### src/rtl/systolic_pkg.sv
// systolic_pkg: shared defaults, feeder state encoding and lane slicing helper
//   DEF_DATA_W / DEF_TILE_SIZE : default element width and tile edge
//   feeder_state_t             : IDLE, STREAM, FLUSH, DONE_S
//   lane_lo()                  : low bit index of a lane in a packed lane bus
package systolic_pkg;
  localparam int DEF_DATA_W = 32;
  localparam int DEF_TILE_SIZE = 2;
  typedef enum logic [1:0] {IDLE, STREAM, FLUSH, DONE_S} feeder_state_t;
  function automatic int lane_lo(input int lane, input int w);
    return lane * w;
  endfunction
endpackage

### src/rtl/systolic_skew_feeder_if.sv
// systolic_skew_feeder_if: slice input handshake into the skew feeder
//   in_valid : slice on a_col/b_row is valid (master -> slave)
//   in_ready : feeder accepts a slice this cycle (slave -> master)
//   a_col    : lane i = A[i][k], lane 0 in LSBs
//   b_row    : lane j = B[k][j], lane 0 in LSBs
interface systolic_skew_feeder_if #(parameter int TILE_SIZE = 2, parameter int DATA_W = 32);
  logic in_valid;
  logic in_ready;
  logic [TILE_SIZE*DATA_W-1:0] a_col;
  logic [TILE_SIZE*DATA_W-1:0] b_row;
  modport master(output in_valid, a_col, b_row, input in_ready);
  modport slave(input in_valid, a_col, b_row, output in_ready);
endinterface

### src/rtl/skew_delay_line.sv
// skew_delay_line: enable-gated shift register, DEPTH stages including the output register
//   clk, rst : clock, async active-high reset (clears every stage)
//   en       : shift one stage when high
//   d / q    : head input / tail output
module skew_delay_line #(parameter int DEPTH = 1, parameter int DATA_W = 32) (
  input  logic              clk,
  input  logic              rst,
  input  logic              en,
  input  logic [DATA_W-1:0] d,
  output logic [DATA_W-1:0] q
);
  logic [DATA_W-1:0] sr [DEPTH];
  always_ff @(posedge clk or posedge rst)
    if (rst) sr <= '{default: '0};
    else if (en) begin
      sr[0] <= d;
      for (int k = 1; k < DEPTH; k++) sr[k] <= sr[k-1];
    end
  assign q = sr[DEPTH-1];
endmodule

### src/rtl/systolic_skew_feeder.sv
// systolic_skew_feeder: accepts k-slices and emits diagonally skewed edge streams for the tile
//   clk, rst     : clock, async active-high reset
//   start, k_len : begin a job of k_len slices (sampled in IDLE only)
//   busy, done   : job in progress / one-cycle end-of-job pulse
//   in_bus       : slice handshake (slave side)
//   out_en       : edge data valid, drives tile EN
//   n_rx, n_cx   : row/column edge lanes, lane i delayed i shifts
//   stall_cnt    : STREAM cycles without a fire (only with FEEDER_STALL_CNT_EN)
module systolic_skew_feeder
  import systolic_pkg::*;
#(
  parameter int TILE_SIZE = DEF_TILE_SIZE,
  parameter int DATA_W = DEF_DATA_W,
  parameter int KLEN_W = 16
) (
  input  logic                        clk,
  input  logic                        rst,
  input  logic                        start,
  input  logic [KLEN_W-1:0]           k_len,
  output logic                        busy,
  systolic_skew_feeder_if.slave       in_bus,
  output logic                        out_en,
  output logic [TILE_SIZE*DATA_W-1:0] n_rx,
  output logic [TILE_SIZE*DATA_W-1:0] n_cx,
`ifdef FEEDER_STALL_CNT_EN
  output logic [15:0]                 stall_cnt,
`endif
  output logic                        done
);
  localparam int FLUSH_LEN = 2*TILE_SIZE-1;
  localparam int FC_W = $clog2(FLUSH_LEN+1);
  feeder_state_t state;
  logic ready, fire, shift;
  logic [KLEN_W-1:0] klen, cnt;
  logic [FC_W-1:0] fc;
  assign in_bus.in_ready = ready;
  assign fire = in_bus.in_valid & ready;
  // stalls freeze every lane together, so the diagonal skew survives any gap pattern
  assign shift = fire | (state == FLUSH);
  for (genvar i = 0; i < TILE_SIZE; i++) begin : g_lane
    skew_delay_line #(.DEPTH(i+1), .DATA_W(DATA_W)) u_row (
      .clk(clk), .rst(rst), .en(shift),
      .d(fire ? in_bus.a_col[lane_lo(i, DATA_W) +: DATA_W] : '0),
      .q(n_rx[lane_lo(i, DATA_W) +: DATA_W])
    );
    skew_delay_line #(.DEPTH(i+1), .DATA_W(DATA_W)) u_col (
      .clk(clk), .rst(rst), .en(shift),
      .d(fire ? in_bus.b_row[lane_lo(i, DATA_W) +: DATA_W] : '0),
      .q(n_cx[lane_lo(i, DATA_W) +: DATA_W])
    );
  end
  always_ff @(posedge clk or posedge rst)
    if (rst) begin
      state <= IDLE;
      busy <= 1'b0;
      ready <= 1'b0;
      out_en <= 1'b0;
      done <= 1'b0;
      klen <= '0;
      cnt <= '0;
      fc <= '0;
    end else begin
      out_en <= shift;
      done <= 1'b0;
      case (state)
        IDLE: if (start) begin
          klen <= k_len;
          cnt <= '0;
          fc <= '0;
          busy <= 1'b1;
          ready <= k_len != '0;
          state <= k_len == '0 ? DONE_S : STREAM;
        end
        STREAM: if (fire) begin
          cnt <= cnt + KLEN_W'(1);
          if (cnt == klen - KLEN_W'(1)) begin
            ready <= 1'b0;
            state <= FLUSH;
          end
        end
        FLUSH: begin
          fc <= fc + FC_W'(1);
          if (fc == FC_W'(FLUSH_LEN-1)) state <= DONE_S;
        end
        DONE_S: begin
          busy <= 1'b0;
          done <= 1'b1;
          state <= IDLE;
        end
      endcase
    end
`ifdef FEEDER_STALL_CNT_EN
  always_ff @(posedge clk or posedge rst)
    if (rst) stall_cnt <= '0;
    else if (state == IDLE && start) stall_cnt <= '0;
    else if (state == STREAM && !fire && stall_cnt != 16'hFFFF) stall_cnt <= stall_cnt + 16'd1;
`endif
endmodule
### src/flat_wrapper.sv
// flat-port wrapper written by rule: the top's interface ports become plain ports
module systolic_skew_feeder_flat import systolic_pkg::*;
#(
  parameter int TILE_SIZE = DEF_TILE_SIZE,
  parameter int DATA_W = DEF_DATA_W,
  parameter int KLEN_W = 16
)
  (clk, rst, start, k_len, busy, out_en, n_rx, n_cx, done, in_bus_in_valid, in_bus_a_col, in_bus_b_row, in_bus_in_ready);
  systolic_skew_feeder_if #(.TILE_SIZE(TILE_SIZE), .DATA_W(DATA_W)) in_bus_i ();
  input  logic clk;
  input  logic rst;
  input  logic start;
  input  logic [KLEN_W-1:0] k_len;
  output logic busy;
  output logic out_en;
  output logic [TILE_SIZE*DATA_W-1:0] n_rx;
  output logic [TILE_SIZE*DATA_W-1:0] n_cx;
  output logic done;
  input wire logic [$bits(in_bus_i.in_valid)-1:0] in_bus_in_valid;
  input wire logic [$bits(in_bus_i.a_col)-1:0] in_bus_a_col;
  input wire logic [$bits(in_bus_i.b_row)-1:0] in_bus_b_row;
  output wire logic [$bits(in_bus_i.in_ready)-1:0] in_bus_in_ready;
  assign in_bus_i.in_valid = in_bus_in_valid;
  assign in_bus_i.a_col = in_bus_a_col;
  assign in_bus_i.b_row = in_bus_b_row;
  assign in_bus_in_ready = in_bus_i.in_ready;
  systolic_skew_feeder #(.TILE_SIZE(TILE_SIZE), .DATA_W(DATA_W), .KLEN_W(KLEN_W)) u_core (.clk(clk), .rst(rst), .start(start), .k_len(k_len), .busy(busy), .in_bus(in_bus_i), .out_en(out_en), .n_rx(n_rx), .n_cx(n_cx), .done(done));
endmodule
### config.mk
export PLATFORM = sky130hd
export DESIGN_NAME = systolic_skew_feeder_flat
export DESIGN_NICKNAME = d
export VERILOG_FILES = /design/src/rtl/systolic_pkg.sv /design/src/rtl/systolic_skew_feeder_if.sv /design/src/rtl/skew_delay_line.sv /design/src/rtl/systolic_skew_feeder.sv /design/src/flat_wrapper.sv
export SDC_FILE = /design/constraint.sdc
export NUM_CORES = 1
export LEC_CHECK = 0
export CORE_UTILIZATION = 28
export DETAILED_ROUTE_END_ITERATION = 12
export MAX_ROUTING_LAYER = met4
export PLACE_DENSITY = 0.62
export SYNTH_ARGS = -nofsm -noshare
export SYNTH_HDL_FRONTEND = slang
export SYNTH_SLANG_ARGS = --single-unit
### constraint.sdc
create_clock -name clk -period 9.8 [get_ports clk]
set_input_delay 1.96 -clock clk [delete_from_list [all_inputs] [get_ports clk]]
set_output_delay 1.96 -clock clk [all_outputs]
set_load 0.05 [all_outputs]
==> flow_summary_export.csv <==
group,metric,value,unit
logic_synthesis,synth_cell_types,47,
grt,grt-ovfl-total,0,
cts,cts.repair.resized,0,
die,initial_core_util,28.7,%
final_layout,area_growth_syn_to_layout,35.7,%
logic_synthesis,syn_area,0.0103,sq mm
logic_synthesis,yosys-top-cells-area,"dfrtp_1 56%, nand2_1 9.9%, mux2_2 8.7%, o21ai_0 6.6%, buf_4 4.7%",
worst_setup_path,crit_type,"input port to flip-flop",
min_path,holdPathStages,1,
route,first_pass_iters,4,
timing,rsz0062_at_grt,"no",
route,antenna_left,0,
cts,cts_tree,"done",
logic_synthesis,yosysMostFrequentCell,"nand2_1",
cts,cts_made_buffers,28,
power_and_ir_drop,vdd_ir_drop_max,0.178,mV
logic_synthesis,synthTopCellsByCount,"273 x nand2_1, 232 x dfrtp_1, 135 x o21ai_0, 80 x mux2_2, 64 x buf_4",
logic_synthesis,synth_fp_nets,1170,
worst_setup_path,crit_path_end_kind,"flip-flop",
placement,hpwlAfterDp,17100,um
final_layout,final_nets,1358,
worst_setup_path,worstPathRequired,10.21,ns
min_path,hold_path_class,"flip-flop to flip-flop",
timing,fmax,253,MHz
die,dieArea,0.0376,sq mm
route,drt_wl_total,26000,um
route,drtIter0Drc,246,
cts,cts_sinks,232,
cts,clk_path_buf_depth,3,
final_layout,drive_above_1_share,11.9,%
run,maxCapViolCount,0,
status,outcome,"complete, no violations",
timing,setup_viol,0,
worst_setup_path,worstRegToRegCells,10,
cts,clk_latency,0.53,ns
grt,antenna_found_initial,0,
worst_setup_path,rrSetupSlack,6.64,ns
route,num_vias,7525,
final_layout,diodes,0,
logic_synthesis,synth_edf_count,0,
timing,slew_headroom,23.9,%
route,drc,0,
logic_synthesis,synth_top_area_share,56.3,%
grt,grt_pass1_wl,42400,um
logic_synthesis,synth_top_cell_by_area,"dfrtp_1",
cts,htree_levels,1,
cts,cts_setup_buffers,0,
timing,tns,0,ns
timing,skew,0.00623,ns
grt,grt_use_total,14.2,%
logic_synthesis,postSynthCellCount,1015,
die,rows,69,
timing,finalCriticalPeriod,3.95,ns
cts,ctsHoldBuffers,0,
power_and_ir_drop,power.density,367,mW/mm^2
logic_synthesis,ys_seq_area_share,56.3,%
cts,cts_root_buffer,"clkbuf_16",
grt,grt_max_degree,123,
logic_synthesis,ys_seq_elements,232,
power_and_ir_drop,leakagePower,6.05,nW
worst_setup_path,worst_setup_path_start_kind,"input port",
grt,grt_pass1_vias,7838,
logic_synthesis,syn_area_per_cell,10.2,sq um
timing,fin_crit_sh,40.3,%
worst_setup_path,r2r-end,"u_core.state[0]",
die,pin_count,280,
logic_synthesis,synthFlopType,"dfrtp_1",
timing,finalHoldViolCount,0,
final_layout,fin_util,39.0,%
worst_setup_path,r2r_start,"u_core.klen[0]",
die,dieHeight,194,um
logic_synthesis,yosys_warnings,0,
route,viasPerCell,4.46,
die,die_width,194,um
placement,io_buffers,279,
worst_setup_path,critPathArrivalTime,4.36,ns
timing,drv_slew,0,
logic_synthesis,async_flop_share,100,%
min_path,min_from,"u_core.fc[0]",
worst_setup_path,crit_fanout,50,
min_path,hold_end,"u_core.fc[0]",
placement,gp_congestion,0.772,
timing,worst_pin_slew,1.14,ns
cts,clk_pin_slew,0.06,ns
die,coreArea,0.0359,sq mm
route,wl_per_cell,15.4,um
-- cell families (layout without fill, tap and decap cells) --
| kind of cell | after synthesis | in the layout | share of synthesized area [%] |
|---|---|---|---|
| AOI/OAI and AO/OA | 165 | 165 | 8.70 |
| xor gates and xnor gates | 35 | 35 | 2.97 |
| adders and majority gates | 8 | 8 | 0.946 |
| buffers and inverters | 139 | 349 | 7.56 |
| DFF | 232 | 232 | 56.3 |
| muxes | 86 | 86 | 9.32 |
| and+or+nand+nor | 350 | 350 | 14.2 |
-- worst max-delay path: stages --
cell and delay [ns]:
clkdlybuf4s50_1 0.45, and2_4 0.30, nor2_4 0.47, buf_4 0.69, mux2_2 0.41
-- per-layer routing --
layer	part of all wire, %	vias to the layer above	GRT usage (%)
met2	47	189	23.0
met5	0	-	-
met4	1.7	0	3.32
li1	-	3690	-
met3	6.1	35	3.25
met1	45	3611	17.8
-- flip-flops by register name (all words and copies together), names as in the netlist --
register,count
u_core.g_lane.u_col.sr,32
u_core.out_en,1
u_core.g_lane.u_row.sr,32
u_core.g_lane.u_row.q,64
u_core.cnt,16
u_core.state,2
u_core.done,1
u_core.g_lane.u_col.q,64
u_core.klen,16
u_core.in_bus.in_ready,1
u_core.busy,1
u_core.fc,2
-- through the flow --
stage | cells | area, sq um | power (mW) | setup WS, ns | hold slack [ns]
CTS | 1686 | 14000 | 5.21 | 5.82 | 0.495
detailed placement | 1634 | 13000 | 4.09 | 5.25 | 0.485
finish | 1686 | 14000 | 5.13 | 5.85 | 0.498
floorplan | 1015 | 10300 | 3.43 | 1.48 | 0.458
global route | 1686 | 14000 | 5.44 | 5.59 | 0.517
global placement | 1634 | 13000 | 4.04 | 5.32 | 0.485
-- placed cells by master, fill, tap and decap left out, types with 2 or more instances in the layout --
cell	netlist	layout
and4_1	3	3
or4_4	2	2
o31ai_1	2	2
mux2i_1	6	6
nor2_1	30	29
o211ai_1	3	3
clkbuf_8	0	4
o221ai_1	3	3
ha_1	7	7
and3_1	5	5
clkbuf_1	52	2
xor2_1	21	21
dfrtp_1	232	232
nand2_1	273	273
buf_4	64	6
nor2b_1	2	2
mux2_2	80	80
nand4_1	3	3
bufinv_16	0	4
clkinvlp_4	0	2
nor4_1	8	8
inv_1	11	10
clkinv_2	0	11
a2bb2oi_1	2	2
nor3_1	6	6
clkdlybuf4s50_1	0	279
clkbuf_16	0	29
nand3_1	10	10
a21oi_1	10	10
xnor2_1	14	14
o21ai_0	135	135
-- power by group --
group / internal [mW] / switching [mW]
logic: 0.865 / 1.53
clock network: 0.673 / 0.409
registers: 1.38 / 0.266
-- layout make-up --
| class | instances | area, sq um |
|---|---|---|
| timing repair buffer | 285 | 2840 |
| tap | 461 | 577 |
| fill | 3535 | 21900 |
| inverter | 12 | 55.1 |
| sequential | 232 | 5810 |
| clock buffer | 35 | 788 |
| clock inverter | 17 | 190 |
| multi-input combinational | 644 | 3740 |
-- how the worst max path moves through the flow --
| stage | start | to | slack, ns | depth (start not counted) |
|---|---|---|---|---|
| global route | start | u_core.cnt[0] | 5.59 | 6 |
| floorplan | rst | u_core.busy | 1.48 | 1 |
| global placement | in_bus_in_valid | u_core.g_lane[1].u_col.q[20] | 5.32 | 5 |
| finish | in_bus_in_valid | u_core.g_lane[1].u_row.q[6] | 5.85 | 5 |
| CTS | in_bus_in_valid | u_core.g_lane[1].u_row.q[8] | 5.82 | 5 |
| detailed placement | in_bus_in_valid | u_core.g_lane[1].u_row.q[8] | 5.25 | 5 |
(Power assumes the default switching activity.)
